$ cat src/rtl/div_unit.sv
// Signed 32-bit sequential divider: one restoring shift-subtract step per clock,
// producing a truncated quotient (lo) and a dividend-signed remainder (hi).
module div_unit (
    input  logic        clk,
    input  logic        reset,
    input  logic        div_on,
    input  logic [31:0] div_a,
    input  logic [31:0] div_b,
    output logic [31:0] hi,
    output logic [31:0] lo,
    output logic        div_zero,
    output logic        busy,
    output logic        done
);

    typedef enum logic [1:0] {
        IDLE,
        RUN,
        DONE
    } state_t;

    state_t      state_q, state_d;
    logic [5:0]  count_q, count_d;
    logic [31:0] rem_q, rem_d;
    logic [31:0] quo_q, quo_d;
    logic [31:0] dvsr_q, dvsr_d;
    logic        signA_q, signA_d;
    logic        signB_q, signB_d;
    logic [31:0] hi_q, hi_d;
    logic [31:0] lo_q, lo_d;
    logic        divZero_q, divZero_d;
    logic        done_q, done_d;

    logic [31:0] absA;
    logic [31:0] absB;
    logic [32:0] remShift;
    logic [31:0] remTrial;
    logic        quoBit;
    logic [31:0] remStep;
    logic [31:0] quoStep;

    // Operand magnitudes and a single restoring iteration; the quotient register
    // doubles as the dividend shifter, feeding its MSB into the partial remainder.
    always_comb begin
        absA     = div_a[31] ? (~div_a + 32'd1) : div_a;
        absB     = div_b[31] ? (~div_b + 32'd1) : div_b;
        remShift = {rem_q, quo_q[31]};
        quoBit   = (remShift >= {1'b0, dvsr_q});
        remTrial = remShift[31:0] - dvsr_q;
        remStep  = quoBit ? remTrial : remShift[31:0];
        quoStep  = {quo_q[30:0], quoBit};
    end

    // Next-state and datapath control; div_on only matters while idle.
    always_comb begin
        state_d   = state_q;
        count_d   = count_q;
        rem_d     = rem_q;
        quo_d     = quo_q;
        dvsr_d    = dvsr_q;
        signA_d   = signA_q;
        signB_d   = signB_q;
        hi_d      = hi_q;
        lo_d      = lo_q;
        divZero_d = 1'b0;
        done_d    = 1'b0;
        case (state_q)
            IDLE: begin
                if (div_on) begin
                    if (div_b == 32'd0) begin
                        divZero_d = 1'b1;
                    end else begin
                        signA_d = div_a[31];
                        signB_d = div_b[31];
                        quo_d   = absA;
                        dvsr_d  = absB;
                        rem_d   = 32'd0;
                        count_d = 6'd0;
                        state_d = RUN;
                    end
                end
            end
            RUN: begin
                rem_d   = remStep;
                quo_d   = quoStep;
                count_d = count_q + 6'd1;
                if (count_q == 6'd31) begin
                    state_d = DONE;
                    done_d  = 1'b1;
                    lo_d    = (signA_q ^ signB_q) ? (~quoStep + 32'd1) : quoStep;
                    hi_d    = signA_q ? (~remStep + 32'd1) : remStep;
                end
            end
            DONE: begin
                state_d = IDLE;
            end
            default: begin
                state_d = IDLE;
            end
        endcase
    end

    // State and datapath registers with synchronous reset taking priority.
    always_ff @(posedge clk) begin
        if (reset) begin
            state_q   <= IDLE;
            count_q   <= 6'd0;
            rem_q     <= 32'd0;
            quo_q     <= 32'd0;
            dvsr_q    <= 32'd0;
            signA_q   <= 1'b0;
            signB_q   <= 1'b0;
            hi_q      <= 32'd0;
            lo_q      <= 32'd0;
            divZero_q <= 1'b0;
            done_q    <= 1'b0;
        end else begin
            state_q   <= state_d;
            count_q   <= count_d;
            rem_q     <= rem_d;
            quo_q     <= quo_d;
            dvsr_q    <= dvsr_d;
            signA_q   <= signA_d;
            signB_q   <= signB_d;
            hi_q      <= hi_d;
            lo_q      <= lo_d;
            divZero_q <= divZero_d;
            done_q    <= done_d;
        end
    end

    assign hi       = hi_q;
    assign lo       = lo_q;
    assign div_zero = divZero_q;
    assign done     = done_q;
    assign busy     = (state_q != IDLE);

endmodule

$ cat config.mk
export PLATFORM = sky130hd
export DESIGN_NAME = div_unit
export DESIGN_NICKNAME = d
export VERILOG_FILES = /design/src/rtl/div_unit.sv
export SDC_FILE = /design/constraint.sdc
export NUM_CORES = 1
export LEC_CHECK = 0
export BUFFER_PORTS_ARGS = -buffer_cell sky130_fd_sc_hd__buf_2
export CAP_MARGIN = 20
export CORE_ASPECT_RATIO = 1.25
export CORE_MARGIN = 3
export CORE_UTILIZATION = 40
export DETAILED_ROUTE_END_ITERATION = 7
export GPL_TIMING_DRIVEN = 1
export SLEW_MARGIN = 15
export SYNTH_ARGS = -nofsm -noshare
export SYNTH_HDL_FRONTEND = slang
export SYNTH_SLANG_ARGS = --single-unit
$ cat constraint.sdc
create_clock -name clk -period 5.6 [get_ports clk]
set_input_delay 1.12 -clock clk [delete_from_list [all_inputs] [get_ports clk]]
set_output_delay 1.12 -clock clk [all_outputs]
set_load 0.01 [all_outputs]
Yosys cells after proc, flatten, opt, wreduce, memory -nomap -nowiden --
Cells that the tools add are included.
Cells by class: $add $sub $neg 6, multipliers 0, divide/modulo/power cells 0, $lt $le $gt $ge 1, equality and inequality tests 5, shifts and indexed selects 0, muxes and demuxes 20, bitwise logic cells 9, reduce and logical (&&, ||, !) cells 10
Operator list (count):
- 32-bit two-way mux | 9
- 32-bit by 1-bit adder with 32-bit output (second input constant) | 4
- 32-bit inverter | 4
- 32-bit one-hot mux with 2 select lines | 2
- 33-bit by 32-bit >= comparator with 1-bit output | 1
- 32-bit zero test | 1
- 32-bit subtractor | 1
- 6-bit two-way mux | 2
- 6-bit one-hot mux with 2 select lines | 1
- 3-bit AND reduction | 3
- 6-bit by 1-bit adder with 6-bit output (second input constant) | 1
- 6-bit by 5-bit equality test with 1-bit output (second input constant) | 1
- 2-bit two-way mux | 3
- 2-bit != test (second input constant) | 3
- 1-bit inverter | 4
- 2-bit one-hot mux with 2 select lines | 1
- 2-bit nonzero test | 2
- 3-bit OR reduction | 1
- 2-bit by 1-bit equality test with 1-bit output (second input constant) | 1
- 2-bit zero test | 1
- 1-bit two-way mux | 2
- 2-bit AND reduction | 1
- 2-bit OR reduction | 1
- 1-bit XOR | 1
Storage, ports and cells: bits in registers 172, latch bits 0, memory bits (writable) 0, memory bits (read-only) 0, bits of input ports 67, output and inout bits 67, logic and storage cells 62, memories kept 0

Depth between registers and ports, before layout --
Gate-level depths: netlist (run 1).
depth after elaboration 6, depth in mapped cells 24, depth with buffers taken out 19

Least setup slack after synthesis (run 1) --
OpenSTA, ideal clock, no wires.
path type reg-to-reg, start register rem_q[19], end register hi_q[30], in the netlist hi[30], library setup time 0.074 ns, arrival 5.024 ns, required time 5.526 ns, setup slack 0.502 ns, stages on the path, launching flop included 21, cells stage by stage dfxtp_1 > ha_1 > buf_2 > nand4_1 > or4_4 > o21a_1 > and3_4 > buf_6 > nand2_2 > buf_4 > buf_2 > buf_1 > mux2i_1 > ha_1 > nand2_1 > nor4b_1 > nand4_1 > a211oi_1 > nand3_2 > or4_1 > a31oi_1
Between the ends: cells in the longest elaborated chain, start to end 5, elaborated cells on any way between the ends 6
RTL lines:
- start, declared | line 24 | logic [31:0] rem_q, rem_d;
- start signal, assigned | line 120 | rem_q <= rem_d;
- 32-bit subtractor or 33-bit by 32-bit >= comparator with 1-bit output (tied branches) | line 49, 48
- 32-bit two-way mux * | line 50 | remStep = quoBit ? remTrial : remShift[31:0];
- 32-bit inverter | line 91 | hi_d = signA_q ? (~remStep + 32'd1) : remStep;
- 32-bit by 1-bit adder with 32-bit output | line 91
- 32-bit two-way mux * | line 91
- end signal, assigned | line 125 | hi_q <= hi_d;
- end, declared | line 29 | logic [31:0] hi_q, hi_d;
Every way passes the cells marked *; elsewhere a longest branch is shown, timed or not. A chain may end at the register's enable or synchronous reset.

Worst setup path after layout (run 1) --
start register dvsr_q[19], end register hi_q[30], in the netlist hi[30]
Between the ends: cells in the longest elaborated chain, start to end 5, elaborated cells on any way between the ends 6
RTL lines:
- start, declared | line 26 | logic [31:0] dvsr_q, dvsr_d;
- start signal, assigned | line 122 | dvsr_q <= dvsr_d;
- 32-bit subtractor or 33-bit by 32-bit >= comparator with 1-bit output (tied branches) | line 49, 48
- 32-bit two-way mux * | line 50
- 32-bit inverter | line 91
- 32-bit by 1-bit adder with 32-bit output | line 91
- 32-bit two-way mux * | line 91
Marks and branches as above.

==> results of run 1 <==
worst min-delay path by stage:
stage	endpoint	slack, ps	cells after the start
final	hi[12]	450	2
after global routing	dvsr_q[30]	470	2
after floorplan	dvsr_q[30]	430	2
after detailed placement	hi[9]	440	2
after global placement	hi[12]	440	2
after CTS	hi[9]	450	2
flip-flops by register name, indices dropped and copies added (netlist names), 2 cells and up:
name	flops
lo	32
dvsr_q	32
rem_q	32
hi	32
state_q	2
quo_q	32
count_q	6
worst max-delay path: cells and delay by family (launching register included):
| family | cells | cell delay (ps) |
|---|---|---|
| flip-flops | 1 | 340 |
| multiplexers | 1 | 300 |
| AO/OA/AOI/OAI | 3 | 670 |
| AND/OR/NAND/NOR | 9 | 2630 |
| buffers and inverters | 2 | 230 |
| adder cells (fa/ha/maj) | 2 | 720 |
final cells by class:
cell class / instances / area (um2) / share of cell area
clock inverter: 15 / 186 / 0.0138
timing repair buffer: 163 / 906 / 0.0673
clock buffer: 17 / 425 / 0.0316
inverter: 55 / 206 / 0.0153
multi-input combinational: 1245 / 7810 / 0.580
sequential: 172 / 3440 / 0.256
tap: 390 / 488 / 0.0362
per-stage QoR:
| stage | area [um2] | instances |
|---|---|---|
| 3_5_place_dp | 12800 | 2025 |
| 6_report | 13500 | 2057 |
| 5_1_grt | 13500 | 2057 |
| 2_1_floorplan | 11900 | 1573 |
| 3_3_place_gp | 12800 | 2025 |
| 4_1_cts | 13500 | 2057 |
placed cells by master, fill, tap and decap left out, types with 6 or more instances in the layout:
master / instances
a311oi_1: 7
xnor2_1: 40
nand2_1: 139
buf_2: 132
a22oi_1: 20
a211oi_1: 94
o211ai_1: 12
clkbuf_16: 17
mux2i_1: 18
nor2_1: 234
nand4_1: 16
o21ai_0: 61
a221oi_1: 7
dfxtp_1: 172
nor2b_1: 8
nand3_1: 36
o41ai_1: 14
inv_1: 53
or3_1: 20
buf_4: 30
nor4_1: 18
o21a_1: 9
nand2b_1: 7
nor3b_1: 6
or4_1: 17
nor3_1: 30
o31a_1: 8
and3_1: 9
xor2_1: 78
a21o_1: 18
a21oi_1: 122
ha_1: 37
and2_1: 11
mux2_2: 7
a31oi_1: 17
o31ai_1: 25
power by group through the flow:
stage	combinational (W)	sequential [W]	clock (W)
floorplan	0.00121	0.00135	0
global route	0.00190	0.00135	0.00133
finish	0.00172	0.00134	0.00126
CTS	0.00171	0.00134	0.00128
detailed placement	0.00170	0.00137	0
global placement	0.00170	0.00137	0
cells by family after synthesis:
logic type	Yosys count	synth area share
flops	172	0.290
simple gates	594	0.238
compound gates	470	0.268
mux	25	0.0218
xor+xnor	118	0.0870
fa+ha+maj	38	0.0406
buf+inv	156	0.0543
layer usage:
metal  wire length, um  vias to the layer above  track usage
li1                  -                     5901            -
met1             16100                     5550        0.292
met2             19600                      341        0.432
met3              1730                       66       0.0340
met4              1780                        0        0.119
met5                 0                        -            0
==> run metrics, run 1 <==
DR iter-0 viols 760; Die Wd 160 um; Max transition margin 0.311; fill count 3,024; final core occ 0.467; Clock Latency Late Sink 440 ps; die area 0.0318 mm2; largest net degree at the start of global routing 91; Port-buffer cells 133; chip height 199 um; drt first pass iters 6; crit path cell chain inv_1, ha_1, nand4_1, or4_4, o21a_1, and3_4, nand2_2, mux2i_1, ha_1, nand2_1, nor4b_1, nand4_1, a211oi_1, buf_4, nand3_2, or4_1, a31oi_1; Worst setup EP type flip-flop; portion of total power attributed to the clock network 0.292; Synth top area share 0.290; gr usage total 0.244; Worst Setup Slack, final 637 ps; Routed Antenna Nets 0; sequential area share after synthesis 0.290; DPL Wire Length 29,800 um; top cells by area, synth dfxtp_1 29%, nor2_1 7.4%, a211oi_1 5.9%; f_max 0.201 GHz; GPL Wtd Cong 0.940; Worst Hold Slack 448 ps; Post-Synthesis Cells 1,573; CTS Buf Count 17; total number of vias 11,900; Slew Limit Fails 0; switching share of power 0.395; reg2reg end hi[30]; area grow syn2layout 13.3%; Post-CTS Setup Bufs 0; initial antenna violation count 0; Distinct cells, synth 86; Final Hold Viols 0; WL per Instance 19.0 um; r2r worst-path depth 17; clk_skew 12.3 ps; LEAKAGE 5.36 nW; clk sinks 172; CTS tree built; antenna fix cells 0; GRT overflow 0; net count after synthesis 1,678; Critical Path Slowest Stage Cell or4_4; min Tclk post-route 4960 ps; outcome finished clean; syn_area_per_cell 7.55 um2; DRC 0; pwr/cell area 321 mW/mm2; number of global-route vias before repair 11,300; async set-or-reset flop fraction in the synthesized netlist 0; Via-to-Cell Ratio 5.76; Post-synth EDFFs 0; worst hold-check path type flip-flop to flip-flop; top post-synthesis cells by count 235 x nor2_1, 172 x dfxtp_1, 139 x nand2_1; reg-to-reg setup timing slack 640 ps; Yosys warning total 0; worst vdd ir 0.196 mV; worst setup path end hi[30]; critical path required time 5950 ps; clk slew on worst S/H paths 80 ps; mapped cell area 0.0119 mm2; post-CTS sizing 0; clock tree buffer depth 2; hold buffers post-CTS 0; slowest stage delay, CP 590 ps; Post-Route WL 39,100 um; Core ar. 0.0288 mm2; Internal Power 0.00262 W; worst r2r src dvsr_q[19]; total power 0.00433 W; Setup violations, final 0; layout cells sized above 1 0.138; IO Count 134; Starting Density 0.412; Max Cap Viol 0; nets@finish 1,759; hold path start hi[12]; pre-CTS setup slack 699 ps; Root Buffer Master clkbuf_16; row count 69; CP startpoint kind flip-flop; cell taking the most area after synthesis dfxtp_1; fin crit share 0.886; Slew @ Worst Pin 1030 ps; first-pass GRT wire length 62,000 um; Reg power frac 0.310; power share of the combinational group 0.398; Sum Neg Setup Slack 0 ps; count leader, synth nor2_1; #FFs+latches synth 172; Sw Pwr 0.00171 W; Worst Path Max Fanout 10; Post-synth top flop dfxtp_1; Setup crit start dvsr_q[19]; RSZ-0062 raised after global routing no; Setup Crit Path Kind flip-flop to flip-flop; crit path DAT 5320 ps; H-tree depth 4
(Power assumes the default switching activity.)
==> run 2, diff against run 1 <==
- clock period: 5.6 -> 4.6 ns (I/O delays scaled with it)
==> run 2 against run 1 <==
Against the previous run:
- clock-buffer cell count grew 7
- critical endpoint is now hi[28]
- clock power grew 14%
- die area stayed put
- global-route usage fell by 0.14 points
- cell area rose by 3.8%
- fmax rose by 12%
- hold slack lost 1.1 ps
- combinational power increased by 35%
- register-to-register slack worse by 460 ps
- non-clock buffer count grew 54
==> run metrics, run 2 (synthesis gave the netlist of run 1 again) <==
WL per Instance 18.6 um (-2.3%); fin crit share 0.961 (+0.0751); layout cells sized above 1 0.172 (+0.0340); clk_skew 11.9 ps (-0.436 ps); fill count 2,958 (-2.2%); Starting Density 0.412 (unchanged); total number of vias 12,100 (+2.2%); hold buffers post-CTS 0 (unchanged); DR iter-0 viols 570 (-25%); CP startpoint kind flip-flop; Via-to-Cell Ratio 5.74 (-0.41%); Sum Neg Setup Slack 0 ps (unchanged); GRT overflow 0 (unchanged); min Tclk post-route 4420 ps (-541 ps); LEAKAGE 5.63 nW (+5.0%); Max transition margin 0.320 (+0.00897); GPL Wtd Cong 0.923 (-1.8%); Die Wd 160 um (unchanged); total power 0.00540 W (+25%); first-pass GRT wire length 62,200 um (+0.22%); antenna fix cells 0 (unchanged); row count 69 (unchanged); crit path DAT 4750 ps (-570 ps); largest net degree at the start of global routing 92 (+1.1%); Max Cap Viol 0 (unchanged); Slew @ Worst Pin 1020 ps (-13.5 ps); post-CTS sizing 0 (unchanged); final core occ 0.485 (+0.0179); Worst setup EP type flip-flop; pwr/cell area 386 mW/mm2 (+20%); die area 0.0318 mm2 (unchanged); nets@finish 1,813 (+3.1%); gr usage total 0.243 (-0.00139); initial antenna violation count 0 (unchanged); number of global-route vias before repair 11,500 (+1.9%); Routed Antenna Nets 0 (unchanged); Final Hold Viols 0 (unchanged); CTS Buf Count 17 (unchanged); Post-Route WL 39,200 um (+0.26%); Setup violations, final 0 (unchanged); Post-Layout Cell Count 2,111 (+2.6%); Setup Crit Path Kind flip-flop to flip-flop; f_max 0.226 GHz (+12%); H-tree depth 4 (unchanged); commonest non-fill, non-tap cell in the layout nor2_1; Worst Path Max Fanout 6 (-4); Clock Latency Late Sink 440 ps (about the same); DRC 0 (unchanged); worst hold-check path type flip-flop to flip-flop; Post-CTS Setup Bufs 0 (unchanged); clk slew on worst S/H paths 70 ps (about the same); drt first pass iters 5 (-1); met1 Use GR 0.286 (-0.00612); worst vdd ir 0.261 mV (+33%); most used routing layer met2; most frequent cells in the layout 234 x nor2_1, 172 x dfxtp_1, 139 x nand2_1; chip height 199 um (unchanged); Port-buffer cells 133 (unchanged); CTS tree built; M2 GR Usage 0.434 (+0.00237); GR Util met3 0.0365 (+0.00250); area grow syn2layout 17.6%; Root Buffer Master clkbuf_16; Core ar. 0.0288 mm2 (unchanged); critical path required time 4930 ps (-1020 ps); outcome finished clean; clk sinks 172 (unchanged); IO Count 134 (unchanged); DPL Wire Length 29,700 um (-0.37%); clock tree buffer depth 2 (unchanged); Post-Place Cells 2,079 (+2.7%); Slew Limit Fails 0 (unchanged)
==> run 2: cell types whose count changed in the layout (fill, tap and decap cells not counted), moves of 2 or more <==
cell / previous run / this run
ha_4: 0 / 3
ha_1: 37 / 31
buf_4: 30 / 81
buf_12: 1 / 4
nor4_1: 18 / 16
ha_2: 0 / 3
nor4_2: 2 / 4
inv_6: 4 / 2
bufinv_16: 3 / 1
clkbuf_1: 0 / 3
clkbuf_8: 0 / 4
==> run 2: worst max-delay path, stage by stage (launching register included) <==
cell,delay (ps)
dfxtp_1,360
ha_1,360
nand4_1,170
or4_4,570
o21a_1,210
and3_4,200
nand2_4,90
mux2i_4,250
ha_2,220
nand2_1,60
nor4b_2,250
buf_4,160
nand4_1,160
a211oi_2,310
buf_4,160
nand3_2,90
buf_4,200
o211a_1,210
o31a_1,270
==> run 2: power breakdown <==
part	internal (W)	total, W	switching (W)
registers	0.00156	0.00163	0.0000747
logic	0.000934	0.00232	0.00139
clock network	0.000807	0.00144	0.000633
total	0.00330	0.00540	0.00210
==> run 2: area by class of cell <==
| cell class | instances | area [um2] | share of cell area |
|---|---|---|---|
| tap | 390 | 488 | 0.0349 |
| inverter | 55 | 206 | 0.0148 |
| clock inverter | 8 | 81.3 | 0.00582 |
| timing repair buffer | 217 | 1350 | 0.0965 |
| multi-input combinational | 1245 | 7920 | 0.567 |
| sequential | 172 | 3440 | 0.246 |
| clock buffer | 24 | 492 | 0.0352 |
==> run 2: final timing paths <==
check	slack [ps]	cells past startpoint	to	startpoint
worst max-delay path	180	18	hi[28]	rem_q[17]
worst min register to register	450	2	hi[10]	hi[10]
worst min-delay path	450	2	hi[10]	hi[10]
worst max register to register	180	18	hi[28]	rem_q[17]
==> run 2: routing by layer <==
metal | wire length [um] | part of all wire | vias to the layer above
li1 | - | - | 6002
met1 | 15900 | 0.41 | 5704
met2 | 19600 | 0.50 | 328
met3 | 1850 | 0.047 | 86
met4 | 1820 | 0.046 | 0
met5 | 0 | 0 | -
==> run 2: metrics by stage <==
step                      area, um2  hold slack [ps]  worst slack [ps]
after CTS                     13900              451               190
after global placement        13300              439               197
after global routing          14000              481             -12.5
final                         14000              447               178
after floorplan               11900              432              8.58
after detailed placement      13300              441               208
